==> src/rtl/mcash_xbar_pkg.sv <==
// Shared types for the crossbar response return path.
// Bank count, response opcodes and the buffered response record.
package mcash_xbar_pkg;

  localparam int NUM_BANKS = 4;

  typedef enum logic [1:0] {
    RD_DATA = 2'b00,
    WR_ACK  = 2'b01
  } rsp_op_e;

  typedef struct packed {
    logic [2:0]   entry_id;
    rsp_op_e      opcode;
    logic [127:0] data;
  } xbar_rsp_t;

endpackage

==> src/rtl/mcash_xbar_rsp_fifo.sv <==
// Per-bank response buffer, DEPTH entries, no push bypass.
// push_ready is derived from the occupancy register only.
module mcash_xbar_rsp_fifo
  import mcash_xbar_pkg::*;
#(
  parameter int DEPTH = 2
) (
  input  logic      clk,
  input  logic      rst_n,
  input  logic      push_valid,
  output logic      push_ready,
  input  xbar_rsp_t push_data,
  input  logic      pop,
  output xbar_rsp_t head,
  output logic      empty
);

  localparam int AW = $clog2(DEPTH);
  localparam logic [AW:0] FULL_CNT = (AW+1)'(DEPTH);

  logic [AW-1:0] wr_ptr;
  logic [AW-1:0] rd_ptr;
  logic [AW:0]   cnt;
  logic          do_push;
  logic          do_pop;
  xbar_rsp_t     mem [DEPTH];

  assign push_ready = (cnt != FULL_CNT);
  assign empty      = (cnt == '0);
  assign do_push    = push_valid & push_ready;
  assign do_pop     = pop & ~empty;
  assign head       = mem[rd_ptr];

  // storage write; contents are don't-care until counted in
  always_ff @(posedge clk) begin
    if (do_push) mem[wr_ptr] <= push_data;
  end

  // pointers wrap naturally at the power-of-two depth
  always_ff @(posedge clk or negedge rst_n) begin
    if (!rst_n) begin
      wr_ptr <= '0;
      rd_ptr <= '0;
      cnt    <= '0;
    end else begin
      if (do_push) wr_ptr <= wr_ptr + 1'b1;
      if (do_pop)  rd_ptr <= rd_ptr + 1'b1;
      unique case ({do_push, do_pop})
        2'b10:   cnt <= cnt + 1'b1;
        2'b01:   cnt <= cnt - 1'b1;
        default: cnt <= cnt;
      endcase
    end
  end

endmodule

==> src/rtl/mcash_xbar_rsp_return.sv <==
// Returns bank responses to one channel via round-robin arbitration.
// Optional per-bank handshake counters: MCASH_XBAR_RSP_CNT_EN.
module mcash_xbar_rsp_return
  import mcash_xbar_pkg::*;
#(
  parameter int CH_ID      = 0,
  parameter int FIFO_DEPTH = 2
) (
  input  logic         clk,
  input  logic         rst_n,
  input  logic         bank0_rsp_valid_i,
  output logic         bank0_rsp_allowIn_o,
  input  logic [2:0]   bank0_rsp_entry_id_i,
  input  logic [1:0]   bank0_rsp_opcode_i,
  input  logic [127:0] bank0_rsp_data_i,
  input  logic         bank1_rsp_valid_i,
  output logic         bank1_rsp_allowIn_o,
  input  logic [2:0]   bank1_rsp_entry_id_i,
  input  logic [1:0]   bank1_rsp_opcode_i,
  input  logic [127:0] bank1_rsp_data_i,
  input  logic         bank2_rsp_valid_i,
  output logic         bank2_rsp_allowIn_o,
  input  logic [2:0]   bank2_rsp_entry_id_i,
  input  logic [1:0]   bank2_rsp_opcode_i,
  input  logic [127:0] bank2_rsp_data_i,
  input  logic         bank3_rsp_valid_i,
  output logic         bank3_rsp_allowIn_o,
  input  logic [2:0]   bank3_rsp_entry_id_i,
  input  logic [1:0]   bank3_rsp_opcode_i,
  input  logic [127:0] bank3_rsp_data_i,
`ifdef MCASH_XBAR_RSP_CNT_EN
  output logic [31:0]  rsp_cnt_bank0_o,
  output logic [31:0]  rsp_cnt_bank1_o,
  output logic [31:0]  rsp_cnt_bank2_o,
  output logic [31:0]  rsp_cnt_bank3_o,
`endif
  output logic         mcash_ch_rsp_valid_o,
  input  logic         mcash_ch_rsp_allowIn_i,
  output logic [1:0]   mcash_ch_rsp_bank_id_o,
  output logic [2:0]   mcash_ch_rsp_entry_id_o,
  output logic [1:0]   mcash_ch_rsp_opcode_o,
  output logic [127:0] mcash_ch_rsp_data_o
);

  if (CH_ID < 0) begin : g_bad_ch
    $error("CH_ID must be non-negative");
  end
  if (FIFO_DEPTH < 2 ||
      (FIFO_DEPTH & (FIFO_DEPTH - 1)) != 0) begin : g_bad_depth
    $error("FIFO_DEPTH must be a power of two >= 2");
  end

  logic [NUM_BANKS-1:0] bank_vld;
  logic [NUM_BANKS-1:0] bank_rdy;
  logic [NUM_BANKS-1:0] empty;
  logic [NUM_BANKS-1:0] pop;
  xbar_rsp_t            bank_rsp [NUM_BANKS];
  xbar_rsp_t            head     [NUM_BANKS];

  logic [1:0] rr_q;
  logic       lock_q;
  logic [1:0] lock_bank_q;
  logic [1:0] gnt;
  logic [1:0] idx;
  logic       found;
  logic       ch_valid;
  logic       hs;

  assign bank_vld = {bank3_rsp_valid_i, bank2_rsp_valid_i,
                     bank1_rsp_valid_i, bank0_rsp_valid_i};

  assign bank_rsp[0] = '{entry_id: bank0_rsp_entry_id_i,
                         opcode:   rsp_op_e'(bank0_rsp_opcode_i),
                         data:     bank0_rsp_data_i};
  assign bank_rsp[1] = '{entry_id: bank1_rsp_entry_id_i,
                         opcode:   rsp_op_e'(bank1_rsp_opcode_i),
                         data:     bank1_rsp_data_i};
  assign bank_rsp[2] = '{entry_id: bank2_rsp_entry_id_i,
                         opcode:   rsp_op_e'(bank2_rsp_opcode_i),
                         data:     bank2_rsp_data_i};
  assign bank_rsp[3] = '{entry_id: bank3_rsp_entry_id_i,
                         opcode:   rsp_op_e'(bank3_rsp_opcode_i),
                         data:     bank3_rsp_data_i};

  assign bank0_rsp_allowIn_o = bank_rdy[0];
  assign bank1_rsp_allowIn_o = bank_rdy[1];
  assign bank2_rsp_allowIn_o = bank_rdy[2];
  assign bank3_rsp_allowIn_o = bank_rdy[3];

  for (genvar i = 0; i < NUM_BANKS; i++) begin : g_fifo
    mcash_xbar_rsp_fifo #(
      .DEPTH (FIFO_DEPTH)
    ) u_fifo (
      .clk        (clk),
      .rst_n      (rst_n),
      .push_valid (bank_vld[i]),
      .push_ready (bank_rdy[i]),
      .push_data  (bank_rsp[i]),
      .pop        (pop[i]),
      .head       (head[i]),
      .empty      (empty[i])
    );
  end

  assign ch_valid = ~&empty;
  assign hs       = ch_valid & mcash_ch_rsp_allowIn_i;

  // grant: held bank while stalled, else first non-empty from rr_q
  always_comb begin
    gnt   = '0;
    idx   = '0;
    found = 1'b0;
    if (lock_q) begin
      gnt   = lock_bank_q;
      found = 1'b1;
    end else begin
      for (int k = 0; k < NUM_BANKS; k++) begin
        idx = rr_q + 2'(k);
        if (!found && !empty[idx]) begin
          gnt   = idx;
          found = 1'b1;
        end
      end
    end
  end

  // only the granted bank is popped, and only on a handshake
  always_comb begin
    pop      = '0;
    pop[gnt] = hs;
  end

  // channel payload straight from the granted head; zero when idle
  always_comb begin
    mcash_ch_rsp_valid_o    = ch_valid;
    mcash_ch_rsp_bank_id_o  = '0;
    mcash_ch_rsp_entry_id_o = '0;
    mcash_ch_rsp_opcode_o   = '0;
    mcash_ch_rsp_data_o     = '0;
    if (ch_valid) begin
      mcash_ch_rsp_bank_id_o  = gnt;
      mcash_ch_rsp_entry_id_o = head[gnt].entry_id;
      mcash_ch_rsp_opcode_o   = head[gnt].opcode;
      if (head[gnt].opcode != WR_ACK)
        mcash_ch_rsp_data_o = head[gnt].data;
    end
  end

  // rr pointer advances past the winner; stall freezes the grant
  always_ff @(posedge clk or negedge rst_n) begin
    if (!rst_n) begin
      rr_q        <= '0;
      lock_q      <= 1'b0;
      lock_bank_q <= '0;
    end else if (hs) begin
      rr_q   <= gnt + 2'd1;
      lock_q <= 1'b0;
    end else if (ch_valid) begin
      lock_q      <= 1'b1;
      lock_bank_q <= gnt;
    end
  end

`ifdef MCASH_XBAR_RSP_CNT_EN
  logic [31:0] cnt_q [NUM_BANKS];

  // handshakes per source bank, free-running with wrap
  always_ff @(posedge clk or negedge rst_n) begin
    if (!rst_n) begin
      for (int b = 0; b < NUM_BANKS; b++) cnt_q[b] <= '0;
    end else if (hs) begin
      cnt_q[gnt] <= cnt_q[gnt] + 32'd1;
    end
  end

  assign rsp_cnt_bank0_o = cnt_q[0];
  assign rsp_cnt_bank1_o = cnt_q[1];
  assign rsp_cnt_bank2_o = cnt_q[2];
  assign rsp_cnt_bank3_o = cnt_q[3];
`endif

endmodule
==> config.mk <==
export PLATFORM = sky130hd
export DESIGN_NAME = mcash_xbar_rsp_return
export DESIGN_NICKNAME = d
export VERILOG_FILES = /design/src/rtl/mcash_xbar_pkg.sv /design/src/rtl/mcash_xbar_rsp_fifo.sv /design/src/rtl/mcash_xbar_rsp_return.sv
export SDC_FILE = /design/constraint.sdc
export NUM_CORES = 1
export LEC_CHECK = 0
export BUFFER_PORTS_ARGS = -buffer_cell sky130_fd_sc_hd__buf_2
export CORE_AREA = 5 5 298 300
export DETAILED_ROUTE_END_ITERATION = 7
export DIE_AREA = 0 0 303 305
export GPL_ROUTABILITY_DRIVEN = 0
export PLACE_DENSITY = 0.77
export SLEW_MARGIN = 20
export SYNTH_ARGS = -nofsm -noshare
export SYNTH_HDL_FRONTEND = slang
export SYNTH_HIERARCHICAL = 1
export SYNTH_SLANG_ARGS = --single-unit
==> constraint.sdc <==
create_clock -name clk -period 11.02 [get_ports clk]
set_clock_uncertainty 0.1 [all_clocks]
set_input_delay 0.551 -clock clk [delete_from_list [all_inputs] [get_ports clk]]
set_output_delay 0.551 -clock clk [all_outputs]
set_load 0.03 [all_outputs]
==> metrics.md <==
| Metric | Value |
|---|---|
| Outcome | `finished, final reports clean` |
| Area Overhead vs Synth | `27.55%` |
| Vias in the first global route | `about 32000` |
| Final period util | `roughly 54%` |
| Worst slew pin tran | `1.412 ns` |
| Initial antenna violation count | `39` |
| Logic pwr share | `between 40% and 50%` |
| Area of the mapped netlist | `roughly 47000 sq um` |
| CP max stage delay | `a little over 0.9 ns` |
| DP Area | `roughly 51000 sq um` |
| CP Capture Type | `primary output` |
| Synth Register Bits | `about 1100` |
| Final Util | `69.58%` |
| Post-route ant nets | `0` |
| Register area share after synthesis | `69.27%` |
| Worst-path clk slew | `~0.060 ns` |
| Max Fanout on Critical Path | `65` |
| Post-synth EDFFs | `around 1100` |
| Sw frac | `39.12%` |
| Syn avg cell area | `about 17 sq um` |
| Post-synth top area cell | `edfxtp_1` |
| Async SR Flop Fraction | `about 1.9%` |
| Final #Nets | `approximately 4500` |
| Slew Viols, Final | `0` |
| Part of the power in registers | `between 30% and 40%` |
| Max-Cap Viols | `0` |
| Die H | `305 microns` |
| Worst Path Arrival | `around 5.3 ns` |
| Pleak | `about 0.023 uW` |
| Syn nets | `approximately 3300` |
| Setup violators final | `0` |
| Gr usage total | `between 20% and 30%` |
| Initial DRC count | `~3100` |
| Post-synth top cells | `edfxtp_1, nand2_1, mux2_2` |
| Fmax | `between 150 and 200 MHz` |
| Post-synth top area share | `about 70%` |
| Post-synthesis cell type count | `33` |
| Synth area leaders | `edfxtp_1, mux2_2, mux2_4, nand2_1, mux2_1` |
| Final WL | `approximately 140000 microns` |
| Routed wire length per instance | `between 20 and 30 microns` |
| Post-CTS resize count | `0` |
| CTS Buf Count | `108` |
| DRC | `0` |
| Cells after Synth | `2799` |
| Setup CP Type | `register to primary output` |
| TritonCTS clock tree | `yes` |
| Via count | `30494` |
| Share of cells above drive strength 1 | `a little under two fifths` |
| First-pass GRT wire length | `around 200000 microns` |
| Most used DFF post-synth | `edfxtp_1` |
| Worst vdd ir | `roughly 270 uV` |
| CTS max path bufs | `3` |
| Post-place setup slack | `roughly 5.8 ns` |
| Fin crit period | `5.967 ns` |
| Setup WS post-layout | `about 5 ns` |
| Final Hold Viols | `0` |
| DRT Pass-1 Iters | `6` |
| Hold crit path type | `primary input to register` |
| Post-DR vias/cell | `5.800` |
| # rows | `108` |
| Internal power | `10610 uW` |
| Crit-path cells | `buf_4, mux2_2, nand2b_4, buf_4, nand2_1, mux2_2, o22ai_1, buf_2` |
| Final setup TNS | `0 ns` |
| Largest net degree at the start of global routing | `between 150 and 200` |
| Area of the die | `a little over 90000 sq um` |
| RSZ-0062 raised after global routing | `no` |
| Synthesis Warnings | `6` |
| Total gr overflow | `0` |
| CP bufs+invs | `3` |
| Clk Latency, worst-skew pair | `0.65 ns` |
| CP delay by family, top | `buffers and inverters` |
| Overall Power | `17430 uW` |
| Starting Density | `about 55%` |
| Fill count | `around 5300` |
| Count leader, synth | `edfxtp_1` |
| Clk sinks | `1085` |
| Power per cell area | `291.5 nW/um^2` |
| CP Launch Type | `register` |
| Switching Power | `6818 uW` |
| Post-CTS Setup Bufs | `0` |
| Final Cell Area | `around 60000 sq um` |
| Die X | `between 300 and 400 microns` |
| I/O Pins | `~680` |
| H-tree levels | `3` |
| Detail Placement HPWL | `just over 80000 microns` |
| Power share of the clock group | `20.4%` |
| Root Driver | `clkbuf_16` |
| Slowest cell on crit path | `dfrtp_4` |
| Slew Limit Headroom | `around 5.8%` |
| Port-buffer cells | `approximately 680` |
| Worst EP required | `roughly 10 ns` |
| Core Area | `around 86000 sq um` |
area by class of cell:
cell class	instances	area, sq um	share of cell area, %
Multi-Input combinational cell	1535	13410	22.42
Antenna cell	42	105.1	0.1758
Sequential cell	1085	32490	54.33
Tap cell	1155	1445	2.417
Timing Repair Buffer	1238	8926	14.93
Clock buffer	131	2810	4.699
Inverter	6	22.52	0.03766
Clock inverter	66	591.8	0.9897
path summary, 6_finish.rpt:
kind | startpoint | endpoint | slack (ns) | cells after the start
worst min-delay path | bank0_rsp_data_i[127] | g_fifo[0].u_fifo/mem[0][127] | 0.06 | 1
worst min register to register | g_fifo[2].u_fifo/cnt[1] | g_fifo[2].u_fifo/cnt[1] | 0.39 | 1
worst max register to register | g_fifo[2].u_fifo/cnt[0] | g_fifo[1].u_fifo/cnt[1] | 7.62 | 11
worst max-delay path | g_fifo[0].u_fifo/rd_ptr | mcash_ch_rsp_data_o[124] | 5.05 | 8
min in group asynchronous | rst_n | rr_q[0] | 0.41 | 2
max in group asynchronous | rst_n | g_fifo[1].u_fifo/rd_ptr | 9.99 | 2
what timing repair did:
action,4_1_cts,5_1_grt
hold buffers,521,0
endpoints found under the hold margin,1058,0
setup endpoints to repair,0,0
registers in the layout, summed over array words and instances, names as in the netlist:
signal                cells
g_fifo.u_fifo/mem      1064
g_fifo.u_fifo/cnt         8
g_fifo.u_fifo/rd_ptr      4
g_fifo.u_fifo/wr_ptr      4
lock_bank_q               2
rr_q                      2
lock_q                    1
per-stage QoR:
| step | std cells | hold WS, ns |
|---|---|---|
| global route | 5248 | 0.01003 |
| floorplan | 2799 | 0.1554 |
| global placement | 4497 | 0.3798 |
| finish | 5258 | 0.05566 |
| detailed placement | 4497 | 0.3808 |
| CTS | 5215 | 0.003395 |
layout by cell type, fill, tap and decap left out, types with 6 or more instances in the layout:
| master | n |
|---|---|
| buf_2 | 678 |
| buf_4 | 37 |
| bufinv_16 | 7 |
| clkbuf_1 | 22 |
| clkbuf_16 | 109 |
| clkinv_1 | 29 |
| clkinv_2 | 19 |
| dfrtp_1 | 17 |
| diode_2 | 42 |
| dlygate4sd3_1 | 521 |
| edfxtp_1 | 1064 |
| ha_1 | 8 |
| inv_2 | 6 |
| mux2_1 | 147 |
| mux2_2 | 402 |
| mux2_4 | 240 |
| mux2i_1 | 10 |
| nand2_1 | 523 |
| nor2_1 | 12 |
| o22ai_1 | 133 |
| xnor2_1 | 12 |
| xor2_1 | 8 |
routing by layer:
| layer | part of all wire, % | vias to the layer above | wire, microns | track usage (%) |
|---|---|---|---|---|
| li1 | - | 12946 | - | - |
| met1 | 36 | 15094 | 49930 | 35.87 |
| met2 | 50 | 1985 | 69190 | 49.25 |
| met3 | 8.7 | 459 | 12080 | 5.481 |
| met4 | 5.4 | 10 | 7424 | 14.42 |
| met5 | 0.045 | - | 62 | 0 |
cell families (layout without fill, tap and decap cells):
| logic type | Yosys count | after routing | synth area share [%] |
|---|---|---|---|
| AOI/OAI and AO/OA | 144 | 144 | 2.028 |
| xor gates and xnor gates | 20 | 20 | 0.3736 |
| adders and majority gates | 8 | 8 | 0.2135 |
| buffers and inverters | 179 | 1441 | 2.365 |
| DFF | 1085 | 1085 | 69.27 |
| muxes | 799 | 799 | 21.09 |
| other | 0 | 42 | 0 |
| and+or+nand+nor | 564 | 564 | 4.665 |
power groups by stage:
stage / logic, uW / registers (uW) / clock network [uW]
2_1_floorplan: 5540 / 6050 / 0
3_3_place_gp: 7430 / 6060 / 0
3_5_place_dp: 7480 / 6120 / 0
4_1_cts: 7690 / 6040 / 3560
5_1_grt: 8180 / 6120 / 3770
6_report: 7830 / 6040 / 3560
worst register-to-register path: stages (launching register included):
cell	delay [ns]
dfrtp_1	0.42
nor2_1	0.36
nand2b_4	0.22
a21oi_2	0.05
o221ai_4	0.19
buf_12	0.47
ha_1	0.35
and3_1	0.14
nor2b_1	0.39
ha_1	0.34
nor2_1	0.16
xor2_1	0.16
Power figures use the tool's default switching activity.
